[src/rtl/cia_sp_peer.sv]
// Far-end partner for the CIA serial port: receives bytes on CNT/SP and transmits by driving CNT/SP itself.
// Define CIA_SP_PEER_FIFO_EN for a 4-entry TX FIFO; otherwise a single holding register is used.
module cia_sp_peer #(
    parameter int HALF_DIV   = 16,
    parameter int RX_TIMEOUT = 4096
) (
    input  logic       clk,
    input  logic       res_n,
    input  logic       txmode,
    input  logic       cnt_in,
    input  logic       sp_in,
    output logic       cnt_out,
    output logic       sp_out,
    input  logic [7:0] tx_data,
    input  logic       tx_valid,
    output logic       tx_ready,
    output logic       tx_busy,
    output logic [7:0] rx_data,
    output logic       rx_valid,
    input  logic       rx_ready,
    output logic       rx_ovr
);

    localparam logic [7:0]  DIV_LAST = 8'(HALF_DIV - 1);
    localparam logic [15:0] TO_LAST  = 16'(RX_TIMEOUT - 1);
    localparam bit          TO_EN    = (RX_TIMEOUT != 0);

    typedef enum logic [1:0] {S_IDLE, S_LOW, S_HIGH} tx_state_t;

    tx_state_t   state, state_next;
    logic        cnt_s1, cnt_s2, cnt_s3, sp_s1, sp_s2;
    logic        txmode_q, mode_chg, cnt_rise;
    logic        push, pop, load, shift;
    logic        st_full, st_empty;
    logic [7:0]  st_head;
    logic [7:0]  sr, div_cnt;
    logic [2:0]  bit_cnt;
    logic        half_end;
    logic [7:0]  rx_sr, rx_byte;
    logic [2:0]  rx_cnt;
    logic [15:0] to_cnt;
    logic        byte_done;

    // Synchronizers reset to the released level so idle pads never look like an edge.
    always_ff @(posedge clk or negedge res_n) begin
        if (!res_n) begin
            cnt_s1   <= 1'b1;
            cnt_s2   <= 1'b1;
            cnt_s3   <= 1'b1;
            sp_s1    <= 1'b1;
            sp_s2    <= 1'b1;
            txmode_q <= 1'b0;
        end else begin
            cnt_s1   <= cnt_in;
            cnt_s2   <= cnt_s1;
            cnt_s3   <= cnt_s2;
            sp_s1    <= sp_in;
            sp_s2    <= sp_s1;
            txmode_q <= txmode;
        end
    end

    assign cnt_rise = cnt_s2 & ~cnt_s3;
    assign mode_chg = txmode ^ txmode_q;
    // Gating with txmode_q keeps tx_ready low in reset and in the flush cycle.
    assign tx_ready = txmode & txmode_q & ~st_full;
    assign push     = tx_valid & tx_ready;

`ifdef CIA_SP_PEER_FIFO_EN
    logic [7:0] fifo_mem [4];
    logic [1:0] rd_ptr, wr_ptr;
    logic [2:0] fifo_cnt;

    assign st_full  = (fifo_cnt == 3'd4);
    assign st_empty = (fifo_cnt == 3'd0);
    assign st_head  = fifo_mem[rd_ptr];

    always_ff @(posedge clk or negedge res_n) begin
        if (!res_n) begin
            for (int i = 0; i < 4; i++) fifo_mem[i] <= '0;
            rd_ptr   <= '0;
            wr_ptr   <= '0;
            fifo_cnt <= '0;
        end else if (mode_chg) begin
            rd_ptr   <= '0;
            wr_ptr   <= '0;
            fifo_cnt <= '0;
        end else begin
            if (push) begin
                fifo_mem[wr_ptr] <= tx_data;
                wr_ptr           <= wr_ptr + 2'd1;
            end
            if (pop) rd_ptr <= rd_ptr + 2'd1;
            case ({push, pop})
                2'b10:   fifo_cnt <= fifo_cnt + 3'd1;
                2'b01:   fifo_cnt <= fifo_cnt - 3'd1;
                default: fifo_cnt <= fifo_cnt;
            endcase
        end
    end
`else
    logic [7:0] hold_data;
    logic       hold_valid;

    assign st_full  = hold_valid;
    assign st_empty = ~hold_valid;
    assign st_head  = hold_data;

    always_ff @(posedge clk or negedge res_n) begin
        if (!res_n) begin
            hold_data  <= '0;
            hold_valid <= 1'b0;
        end else if (mode_chg) begin
            hold_valid <= 1'b0;
        end else if (push) begin
            hold_data  <= tx_data;
            hold_valid <= 1'b1;
        end else if (pop) begin
            hold_valid <= 1'b0;
        end
    end
`endif

    assign half_end = (div_cnt == DIV_LAST);
    assign tx_busy  = (state != S_IDLE);

    always_ff @(posedge clk or negedge res_n) begin
        if (!res_n) state <= S_IDLE;
        else        state <= state_next;
    end

    always_comb begin
        state_next = state;
        load       = 1'b0;
        pop        = 1'b0;
        shift      = 1'b0;
        cnt_out    = 1'b1;
        sp_out     = 1'b1;
        case (state)
            S_LOW: begin
                cnt_out = 1'b0;
                sp_out  = sr[7];
            end
            S_HIGH:  sp_out = sr[7];
            default: ;
        endcase
        if (mode_chg) begin
            state_next = S_IDLE;
        end else begin
            case (state)
                S_IDLE: begin
                    if (txmode && !st_empty) begin
                        load       = 1'b1;
                        pop        = 1'b1;
                        state_next = S_LOW;
                    end
                end
                S_LOW: begin
                    if (half_end) state_next = S_HIGH;
                end
                S_HIGH: begin
                    if (half_end) begin
                        shift = 1'b1;
                        if (bit_cnt != 3'd7) begin
                            state_next = S_LOW;
                        end else if (txmode && !st_empty) begin
                            load       = 1'b1;
                            pop        = 1'b1;
                            state_next = S_LOW;
                        end else begin
                            state_next = S_IDLE;
                        end
                    end
                end
                default: state_next = S_IDLE;
            endcase
        end
    end

    always_ff @(posedge clk or negedge res_n) begin
        if (!res_n) begin
            sr      <= '0;
            div_cnt <= '0;
            bit_cnt <= '0;
        end else if (load) begin
            sr      <= st_head;
            div_cnt <= '0;
            bit_cnt <= '0;
        end else if (mode_chg || state == S_IDLE) begin
            div_cnt <= '0;
            bit_cnt <= '0;
        end else if (half_end) begin
            div_cnt <= '0;
            if (shift) begin
                sr      <= {sr[6:0], 1'b0};
                bit_cnt <= bit_cnt + 3'd1;
            end
        end else begin
            div_cnt <= div_cnt + 8'd1;
        end
    end

    // Completed bytes are captured in rx_byte and committed one cycle later.
    always_ff @(posedge clk or negedge res_n) begin
        if (!res_n) begin
            rx_sr     <= '0;
            rx_byte   <= '0;
            rx_cnt    <= '0;
            to_cnt    <= '0;
            byte_done <= 1'b0;
        end else begin
            byte_done <= 1'b0;
            if (mode_chg) begin
                rx_cnt <= '0;
                to_cnt <= '0;
            end else if (!txmode && cnt_rise) begin
                rx_sr  <= {rx_sr[6:0], sp_s2};
                rx_cnt <= rx_cnt + 3'd1;
                to_cnt <= '0;
                if (rx_cnt == 3'd7) begin
                    byte_done <= 1'b1;
                    rx_byte   <= {rx_sr[6:0], sp_s2};
                end
            end else if (TO_EN && rx_cnt != 3'd0) begin
                if (to_cnt == TO_LAST) begin
                    rx_cnt <= '0;
                    rx_sr  <= '0;
                    to_cnt <= '0;
                end else begin
                    to_cnt <= to_cnt + 16'd1;
                end
            end else begin
                to_cnt <= '0;
            end
        end
    end

    always_ff @(posedge clk or negedge res_n) begin
        if (!res_n) begin
            rx_data  <= '0;
            rx_valid <= 1'b0;
            rx_ovr   <= 1'b0;
        end else begin
            rx_ovr <= 1'b0;
            if (byte_done) begin
                if (!rx_valid || rx_ready) begin
                    rx_data  <= rx_byte;
                    rx_valid <= 1'b1;
                end else begin
                    rx_ovr <= 1'b1;
                end
            end else if (rx_valid && rx_ready) begin
                rx_valid <= 1'b0;
            end
        end
    end

endmodule
[config.mk]
export PLATFORM = sky130hd
export DESIGN_NAME = cia_sp_peer
export DESIGN_NICKNAME = d
export VERILOG_FILES = /design/src/rtl/cia_sp_peer.sv
export SDC_FILE = /design/constraint.sdc
export NUM_CORES = 1
export LEC_CHECK = 0
export CAP_MARGIN = 20
export CELL_PAD_IN_SITES_DETAIL_PLACEMENT = 2
export CELL_PAD_IN_SITES_GLOBAL_PLACEMENT = 2
export CORE_AREA = 2 2 106 108
export DETAILED_ROUTE_END_ITERATION = 10
export DIE_AREA = 0 0 108 110
export GPL_TIMING_DRIVEN = 1
export MAX_ROUTING_LAYER = met4
export PLACE_DENSITY = 0.84
export SLEW_MARGIN = 20
export SYNTH_ARGS = -nofsm -noshare
export SYNTH_HDL_FRONTEND = slang
export SYNTH_SLANG_ARGS = --single-unit
[constraint.sdc]
create_clock -name clk -period 1.9 [get_ports clk]
set_input_delay 0.19 -clock clk [delete_from_list [all_inputs] [get_ports clk]]
set_output_delay 0.19 -clock clk [all_outputs]
set_load 0.02 [all_outputs]
* After elaboration in Yosys (flattened, before gate mapping) *
Index checks and enable logic that the tools add are counted.

word-level totals
  bits in registers = 81
  bits in latches = 0
  memory bits (writable) = 0
  ROM bits = 0
  word-level logic and storage cells = 123
  memories kept = 0

operators by class
  $add $sub $neg = 4
  multiply operators = 0
  divide/modulo/power cells = 0
  magnitude comparators = 0
  eq/ne operators = 11
  shift operators = 0
  mux-type cells = 50
  bitwise logic cells = 8
  reductions and logical operators = 30

operators by type and width
  kind                                                               number
  16-bit two-way mux                                                 4
  8-bit two-way mux                                                  7
  3-bit two-way mux                                                  8
  1-bit two-way mux                                                  22
  7-bit two-way mux                                                  3
  3-bit nonzero test                                                 6
  16-bit by 1-bit adder with 16-bit output, second input constant    1
  16-bit by 12-bit == test with 1-bit output, second input constant  1
  3-bit inequality test, second input constant                       4
  3-bit AND reduction                                                4
  2-bit nonzero test                                                 6
  2-bit AND reduction                                                5
  8-bit by 1-bit adder with 8-bit output, second input constant      1
  8-bit by 4-bit == test with 1-bit output, second input constant    1
  2-bit two-way mux                                                  4
  3-bit by 1-bit adder with 3-bit output, second input constant      2
  2-bit one-hot mux with 3 select lines                              1
  1-bit AND                                                          4
  3-bit == test, second input constant                               1
  1-bit logical AND                                                  3
  1-bit inverter                                                     3
  2-bit by 1-bit == test with 1-bit output, second input constant    1
  2-bit == test, second input constant                               1
  1-bit zero test                                                    2
  7 further kinds                                                    8

* Depth between registers and ports, before layout *
Gate-level depths: netlist of the first run.

  depth in word-level cells = 9
  depth in mapped cells = 7

* Worst setup path after synthesis of the first run *
Ideal clock, no wire load.

  path kind = reg-to-reg
  start point = reg div_cnt[5]
  end point = reg sr[0]
  setup time = 0.125 ns
  data arrival time = 1.926 ns
  required time = 1.775 ns
  setup slack = -0.151 ns
  stages on the path, launching flop included = 6
  path buffers = 1
  period minus slack after synthesis = 2.051 ns
  cell sequence = dfrtp_1 -> or4_4 -> o41ai_4 -> and2_1 -> buf_6 -> mux2_4

between the ends
  word-level cells in the longest chain between the ends = 6
  elaborated cells on any way between the ends = 12
  those cells by class = eq/ne: 2; mux: 7; reduce/logical: 3

ends and longest elaborated chain
  what                                                                               line  text
  start: declaration                                                                 36    logic [7:0] sr, div_cnt;
  start signal: assignment                                                           199   div_cnt <= div_cnt + 8'd1;
  8-bit by 4-bit == test with 1-bit output *                                         124   assign half_end = (div_cnt == DIV_LAST);
  1-bit two-way mux                                                                  162   if (half_end) begin
  1-bit one-hot mux with 2 select lines / 1-bit two-way mux (equally long branches)  150   case (state)
  1-bit two-way mux                                                                  147   if (mode_chg) begin
  2-bit inequality test (no line) / 2-bit nonzero test (equally long branches)       --
  3-bit AND reduction (no line)                                                      --
  end signal: assignment                                                             186   sr <= st_head;
  end signal: assignment                                                             195   sr <= {sr[6:0], 1'b0};
  end: declaration                                                                   36

Every way passes the cells marked *; elsewhere a longest branch is shown, timed or not.
A chain may end at the register's enable or synchronous reset.

* Worst setup path in the final report of the first run *
Same ends and word-level chain as after synthesis.

==> flow_metrics.tcl, run 1 <==
set metrics [dict create \
    status "complete, no violations" \
    tns_ns 0 \
    io_buffers 28 \
    via_per_inst 5.146 \
    cts-htree-levels 3 \
    rsz0062_at_grt "yes" \
    startpoint "div_cnt[5]" \
    syn2layout_area_growth_pct 26.83 \
    grt.total_usage_pct 18.23 \
    syn_area_um2 3680 \
    finalClockSkew_ns 0.01463 \
    ys_seq_area_share_pct 55.25 \
    hold_class "input port to flip-flop" \
    finalHoldViolCount 0 \
    grt-ovfl-total 0 \
    relSlewSlack_pct 74.03 \
    r2r_start "div_cnt[5]" \
    critPathLaunchType "flip-flop" \
    antenna_left 0 \
    crit_fanout 2 \
    final_max_slew_viol_count 0 \
    cts_tree "built" \
    antenna_found_initial 0 \
    vias 2825 \
    switching_share_pct 30.38 \
    seqPwrFrac_pct 48.7 \
    dp_hpwl_um 6865 \
    cts_inserted_buffers 9 \
    ys_ff_latch 81 \
    place_area_um2 4397 \
    maxCapViolCount 0 \
    min_period_ns 1.857 \
    clkSlewWorstSetupHoldPaths_ns 0.08 \
    yosysWarnings 0 \
    drive_gt1_share_pct 23.96 \
    numClockSinks 81 \
    p_int_mw 2.877 \
    power_per_cell_area_nw_per_um2 885.3 \
    syn_area_per_cell_um2 11.02 \
    synthesis.nets 362 \
    nets 432 \
    ys_async_sr_fraction_pct 100.0 \
    clk_latency_ns 0.38 \
    vdd_ir_drop_max_mv 0.4056 \
    critPathCaptureType "flip-flop" \
    final-setup-viol-count 0 \
    num_antenna_cells 0 \
    fillers 1107 \
    drt_iter0_drc 66 \
    min_from "cnt_in" \
    clk_path_buf_depth 2 \
    timing_worst_setup_path_type "flip-flop to flip-flop" \
    p_sw_mw 1.255 \
    rows 38 \
    gp_congestion 0.7671 \
    ios 29 \
    core_um2 10700 \
    die_y_um 110 \
    grt_pass1_vias 3253 \
    cts-root-buf "clkbuf_8" \
    ys.flop_type "dfrtp_1" \
    start_util_pct 34.40 \
    first_pass_iters 4 \
    synthCells 334 \
    clkPwrFrac_pct 31.9 \
    worst_ep_arrival_time_ns 2.12 \
    grt_start_max_net_pins 62 \
    yosysUniqueCellTypes 44 \
    p_comb_share_pct 19.3 \
    synth_edf_count 0 \
    fmax_mhz 538.6 \
    dieArea_um2 11880 \
    grt_first_pass_wirelength_um 16200 \
    drc 0 \
    die_x_um 108 \
    required_ns 2.16 \
    wl_per_cell_um 17.76 \
    fin_area_um2 4667 \
    fin_crit_sh_pct 97.73 \
    p_leak_nw 2.089 \
    routed_wl_um 9751 \
    tightestPinTransition_ns 0.3895 \
    final_core_util_pct 43.63 \
]
cells in the mapped netlist, types with 2 or more instances:
cell type,number,area [um2]
mux2i_1,3,30.03
nor4_1,5,31.28
a22oi_1,8,60.06
dfrtp_1,76,1902
nor2b_1,3,18.77
ha_1,13,162.7
nand4_1,3,18.77
xor2_1,4,35.03
and2_1,3,18.77
inv_1,16,60.06
dfstp_2,5,131.4
and3_1,2,12.51
a21oi_1,14,70.07
clkbuf_1,6,22.52
o211ai_1,4,30.03
a31oi_1,8,50.05
o21ai_0,20,100.1
nand3_1,22,110.1
nand2_1,22,82.58
xnor2_1,13,113.9
nand2b_1,4,25.02
mux2_2,23,259.0
nor3_1,5,25.02
or3_1,3,18.77
nor2_1,30,112.6
cells in the final DEF (no fill, tap or decap), drive strengths merged, types with 2 or more instances in the layout:
cell and n:
nor2b 3, nor4 5, nand4 3, buf 39, dfstp 5, ha 13
mux2i 3, nor2 30, and3 2, xnor2 13, o21ai 21, xor2 4
nand2b 4, and2 3, mux2 24, a22oi 8, a31oi 8, clkdlybuf4s50 23
dlygate4sd2 3, dfrtp 76, nand2 22, or3 3, o31ai 2, or4 2
clkinv 4, o41ai 2, nand3 22, a21oi 14, nor3 6, clkbuf 11
inv 18, o211ai 4
timing repair:
item / CTS / global route
endpoints found under the setup margin: 12 / 11
pin swaps: 2 / 3
cloned: 0 / 0
buffers inserted: 0 / 1
hold buffers: 1 / 0
resized for setup: 9 / 11
hold endpoints to repair: 20 / 0
sequential cells by signal, indices dropped and copies added, names as in the netlist, 2 cells and up:
signal / count
sr: 8
to_cnt: 16
rx_cnt: 3
rx_byte: 8
div_cnt: 8
hold_data: 8
rx_data: 8
state: 2
bit_cnt: 3
rx_sr: 7
area by class of cell:
type	instances	area, um2	share of cell area [%]
tap	140	175.2	3.753
sequential	81	2033	43.57
inverter	17	63.81	1.367
timing repair buffer	67	596.8	12.79
clock buffer	10	137.6	2.949
multi-input combinational	228	1598	34.24
clock inverter	6	62.56	1.340
layer usage:
metal	vias up	share of wire, %	GRT usage, %
met3	16	2.1	2.881
met1	1459	42	20.88
li1	1313	-	-
met5	-	0	-
met2	37	53	32.08
met4	0	2.2	7.509
final timing paths:
path,endpoint,slack [ns],depth (start not counted)
setup reg to reg,sr[0],0.04,4
hold / removal,cnt_s1,0.22,1
min in group asynchronous,to_cnt[10],0.25,2
max in group asynchronous,sp_s2,1.01,3
setup / recovery,sr[0],0.04,4
hold reg to reg,sp_s2,0.36,0
logic make-up (layout without fill, tap and decap cells):
kind of cell,count (synthesis),in the layout,share of synthesized area [%]
multiplexers,27,27,8.262
AND/OR/NAND/NOR,109,109,14.52
buffers and inverters,25,100,2.788
XOR/XNOR,17,17,4.046
AO/OA/AOI/OAI,62,62,10.71
adder cells (fa/ha/maj),13,13,4.420
flip-flops,81,81,55.25
worst max-delay path, cell delays in order (launching register included):
cell	delay (ns)
dfrtp_1	0.39
or4_4	0.58
o41ai_4	0.27
and2_4	0.22
mux2_4	0.29
power groups by stage:
stage          combinational [mW]  clock [mW]  sequential (mW)
3_5_place_dp                0.747           0             2.04
5_1_grt                     0.890        1.43             2.03
3_3_place_gp                0.693           0             2.02
6_report                    0.799        1.32             2.01
2_1_floorplan               0.409           0             2.00
4_1_cts                     0.770        1.36             2.01
metrics by stage:
step	total power [mW]	std cells	hold WS, ns	worst slack, ns
finish	4.132	549	0.2221	0.04322
global route	4.348	549	0.2242	-0.03732
CTS	4.146	548	0.2105	-0.008948
detailed placement	2.785	531	0.09726	-0.1258
global placement	2.716	531	0.09514	-0.02264
floorplan	2.406	334	-0.1056	-0.1507
Power figures use the tool's default switching activity.
==> run 2, diff against run 1 <==
==> constraint.sdc (replaced) <==
create_clock -name clk -period 1.9 [get_ports clk]
set_input_delay 0.38 -clock clk [delete_from_list [all_inputs] [get_ports clk]]
set_output_delay 0.38 -clock clk [all_outputs]
set_load 0.02 [all_outputs]
==> run 2 against run 1 <==
Net effect: sequential power hardly changed; clock power is 3% lower; count of clock-buffer cells in the layout stayed put; the run now ends with setup timing left; global-route usage is 0.75 points higher; flip-flop and latch count stayed put; setup slack worse by 0.083 ns; non-clock buffer count is 7 higher.
==> flow_metrics.tcl, run 2 (synthesis results as in run 1) <==
set metrics [dict create \
    grt.total_usage_pct 18.98 \
    violations "setup timing" \
    min_from "sp_s1" \
    finalHoldViolCount 0 \
    cts_inserted_buffers 9 \
    top_register "to_cnt" \
    numClockSinks 81 \
    cp_slowest_cell "or4_4" \
    die_x_um 108 \
    start_util_pct 34.40 \
    rr_worst_depth 4 \
    worst_ep_arrival_time_ns 2.20 \
    p_leak_nw 2.111 \
    drt_iter0_drc 86 \
    clk_path_buf_depth 2 \
    final-setup-viol-count 3 \
    relSlewSlack_pct 75.07 \
    vdd_ir_drop_max_mv 0.5102 \
    cts-root-buf "clkbuf_8" \
    reg2reg_slack_ns -0.04 \
    place_inst 535 \
    critPathLaunchType "flip-flop" \
    cts_tree "built" \
    die_y_um 110 \
    core_um2 10700 \
    cts-htree-levels 3 \
    cp_num_buf_inv 0 \
    maxCapViolCount 0 \
    finalClockSkew_ns 0.01006 \
    fin_crit_sh_pct 102.1 \
    grt-ovfl-total 0 \
    largest_reg_flops 16 \
    dp_slack_ns -0.3128 \
    crit_fanout 2 \
    clkSlewWorstSetupHoldPaths_ns 0.09 \
    rsz0062_at_grt "yes" \
    worstPathCellList "or4_4 > o41ai_4 > and2_4 > mux2_4" \
    tns_ns -0.04671 \
    ios 29 \
    nets 439 \
    critPathCaptureType "flip-flop" \
    syn2layout_area_growth_pct 30.64 \
    hold_class "flip-flop to flip-flop" \
    final_common_cell "dfrtp_1" \
    final.setup.worst_slack_ns -0.03983 \
    grt.busiest_layer "met2" \
    vias 2855 \
    hold_depth 0 \
    required_ns 2.16 \
    final_cell_mix "dfrtp_1 (76), buf_4 (42), nor2_1 (30), mux2_2 (23), clkdlybuf4s50_1 (23)" \
    final_core_util_pct 44.94 \
    worstReg2RegEnd "sr[0]" \
    dp_hpwl_um 7041 \
    fmax_mhz 515.5 \
    use_met3_pct 4.056 \
    antenna_found_initial 0 \
    slowest_delay_ns 0.58 \
    fin_area_um2 4807 \
    min_to "sp_s2" \
    status "complete, but fails checks" \
    dieArea_um2 11880 \
    tightestPinTransition_ns 0.3706 \
    grt_start_max_net_pins 46 \
    r2r_start "div_cnt[5]" \
    power_per_cell_area_nw_per_um2 881.5 \
    crit_family "simple AND/OR/NAND/NOR gates" \
    drc 0 \
    num_antenna_cells 0 \
    clk_latency_ns 0.37 \
    drive_gt1_share_pct 28.13 \
    antenna_left 0 \
    wl_per_cell_um 18.09 \
    grt_pass1_vias 3259 \
    grt_use_met1_pct 21.98 \
    final_max_slew_viol_count 0 \
    grt_use_met2_pct 32.97 \
    io_buffers 28 \
    stdcell_count 556 \
    timing_worst_setup_path_type "flip-flop to flip-flop" \
    grt_first_pass_wirelength_um 16720 \
    first_pass_iters 4 \
    routed_wl_um 10060 \
    via_per_inst 5.135 \
    min_period_ns 1.940 \
    gp_congestion 0.8071 \
    rows 38 \
    place_area_um2 4427 \
]
==> run 2: cell types whose count changed in the layout (fill, tap and decap cells not counted), moves of 4 or more <==
cell     change
a31oi_1      -5
a31oi_4      +5
nand3_2      +4
nand3_1      -4
buf_4        +7
==> run 2: how the worst max path moves through the flow <==
stage / startpoint / to / slack (ns) / cells past startpoint
2_1_floorplan: div_cnt[5] / sr[0] / -0.15 / 5
3_3_place_gp: txmode / tx_ready / -0.29 / 4
3_5_place_dp: txmode / hold_data[6] / -0.31 / 6
4_1_cts: div_cnt[6] / sr[0] / -0.1 / 4
5_1_grt: div_cnt[5] / sr[0] / -0.08 / 4
6_report: div_cnt[5] / sr[0] / -0.04 / 4
==> run 2: where the power goes <==
part           total, mW  internal [mW]  switching, mW
clock network       1.28          0.609          0.669
logic              0.952          0.432          0.520
registers           2.01           1.89          0.114
==> run 2: final cells by class <==
type,instances,area [um2]
multi-input combinational,228,1688
timing repair buffer,74,653.1
fill,1088,5891
tap,140,175.2
inverter,17,63.81
clock buffer,10,127.6
clock inverter,6,66.31
sequential,81,2033
==> run 2: routing by layer <==
layer	wire, um	share of wire [%]
met5	0	0
met4	203	2.0
met3	230	2.3
met2	5310	53
met1	4312	43
==> run 2: repair_timing <==
action	4_1_cts	5_1_grt
buffers inserted	2	2
endpoints found under the setup margin	13	22
hold buffers	1	0
pin swaps	4	6
endpoints found under the hold margin	13	0
resized for setup	22	21
==> run 2: per-stage QoR <==
stage,power (mW),hold WS (ns)
6_report,4.238,0.3638
5_1_grt,4.470,0.3746
4_1_cts,4.163,0.3668
3_5_place_dp,2.778,0.2677
3_3_place_gp,2.717,0.2599
2_1_floorplan,2.406,0.08441
==> run 3, diff against run 2 <==
==> constraint.sdc (replaced) <==
create_clock -name clk -period 1.9 [get_ports clk]
set_input_delay 0.57 -clock clk [delete_from_list [all_inputs] [get_ports clk]]
set_output_delay 0.57 -clock clk [all_outputs]
set_load 0.02 [all_outputs]
==> run 3 against run 2 <==
Net effect: the run still ends with setup timing left; flip-flop and latch count did not move; critical path depth did not move; setup slack improved by 0.0078 ns; critical endpoint is now sp_out.
==> flow_metrics.tcl, run 3 (synthesis results as in run 1) <==
set metrics [dict create \
    status "complete, but fails checks" \
    violations "setup timing" \
    worst_ep_arrival_time_ns 1.36 \
    io_buffers 28 \
    nets 444 \
    start_util_pct 34.40 \
    grt.total_usage_pct 20.23 \
    rr_worst_depth 7 \
    place_inst 540 \
    rows 38 \
    grt_pass1_vias 3418 \
    num_antenna_cells 0 \
    finalClockSkew_ns 0.01678 \
    met2_length_um 5863 \
    power_mw 4.334 \
    final_common_cell "dfrtp_1" \
    stdcell_count 561 \
    via_per_inst 5.298 \
    core_um2 10700 \
    relSlewSlack_pct 76.50 \
    top_register "to_cnt" \
    numClockSinks 81 \
    ios 29 \
    crit_family "flip-flops" \
    rsz0062_at_grt "yes" \
    cp_num_buf_inv 2 \
    die_y_um 110 \
    fin_area_um2 4810 \
    grt_first_pass_wirelength_um 17630 \
    die_x_um 108 \
    worstPathCellList "inv_2 > ha_4 > nand2b_4 > buf_6" \
    largest_reg_flops 16 \
    gp_congestion 0.7945 \
    wl_per_cell_um 19.80 \
    drc 0 \
    met3_length_um 311 \
    cp_num_cells 4 \
    final_cell_mix "dfrtp_1 (76), buf_4 (49), nor2_1 (30), mux2_2 (23)" \
    clk_path_buf_depth 2 \
    grt_start_max_net_pins 32 \
    final-setup-viol-count 2 \
    fillers 1099 \
    final.setup.worst_slack_ns -0.03206 \
    tightestPinTransition_ns 0.3492 \
    final_max_slew_viol_count 0 \
    hold_class "input port to async pin" \
    cp_slowest_cell "dfrtp_1" \
    vias 2972 \
    vdd_ir_drop_max_mv 0.5707 \
    drt_iter0_drc 105 \
    final_core_util_pct 44.96 \
    finalHoldViolCount 0 \
    antenna_found_initial 0 \
    cts_tree "built" \
    syn2layout_area_growth_pct 30.70 \
    cts_inserted_buffers 9 \
    routed_wl_um 11110 \
    min_period_ns 1.932 \
    fin_crit_sh_pct 101.7 \
    antenna_left 0 \
    grt-ovfl-total 0 \
    top_layer_used "met4" \
    first_pass_iters 4 \
    required_ns 1.33 \
    power_per_cell_area_nw_per_um2 901.2 \
    clkSlewWorstSetupHoldPaths_ns 0.09 \
    critPathCaptureType "primary output" \
    fmax_mhz 517.6 \
    dp_hpwl_um 7108 \
    crit_fanout 4 \
    slowest_delay_ns 0.44 \
    maxCapViolCount 0 \
    clk_latency_ns 0.38 \
    p_leak_nw 2.215 \
    place_area_um2 4479 \
    cts-htree-levels 3 \
    drive_gt1_share_pct 29.93 \
    wl_met1_um 4617 \
    timing_worst_setup_path_type "flip-flop to primary output" \
    cts-root-buf "clkbuf_8" \
    critPathLaunchType "flip-flop" \
    dieArea_um2 11880 \
    ctsHoldBuffers 0 \
]
run 3: final timing paths:
path                       startpoint         to  slack (ns)
setup reg to reg             state[0]      sr[0]       -0.01
hold reg to reg                cnt_s1     cnt_s2        0.37
setup / recovery             state[0]     sp_out       -0.03
max in group asynchronous       res_n     cnt_s3        1.26
hold / removal                  res_n  to_cnt[3]        0.09
min in group clk               cnt_s1     cnt_s2        0.37
run 3: cell type report:
class                      count  area, um2  area share, %
sequential                    81       2033          42.27
multi-input combinational    228       1648          34.26
timing repair buffer          79      683.2          14.20
tap                          140      175.2          3.642
clock buffer                  11      141.4          2.940
clock inverter                 5      65.06          1.353
inverter                      17      63.81          1.327
run 3: where the power goes:
part / internal (mW) / switching, mW / leakage, nW
combinational: 0.416 / 0.525 / 1.06
clock: 0.654 / 0.717 / 0.104
sequential: 1.89 / 0.130 / 1.05
run 3: through the flow:
| step | hold WS (ns) | setup slack [ns] | setup TNS, ns |
|---|---|---|---|
| 2_1_floorplan | 0.2744 | -0.1507 | -0.1507 |
| 3_3_place_gp | 0.3474 | -0.7376 | -22.35 |
| 3_5_place_dp | 0.3546 | -0.7344 | -26.59 |
| 4_1_cts | 0.1003 | -0.007632 | -0.007632 |
| 5_1_grt | 0.08970 | -0.06994 | -0.4811 |
| 6_report | 0.08950 | -0.03206 | -0.04495 |
run 3: what timing repair did:
item / 4_1_cts / 5_1_grt
setup buffers: 2 / 3
pin swaps: 4 / 5
endpoints found under the setup margin: 59 / 23
resized for setup: 40 / 16
run 3: metal layers:
layer | GRT usage [%] | vias to the layer above
li1 | - | 1344
met1 | 21.90 | 1538
met2 | 35.27 | 63
met3 | 4.644 | 27
met4 | 9.799 | 0
met5 | - | -
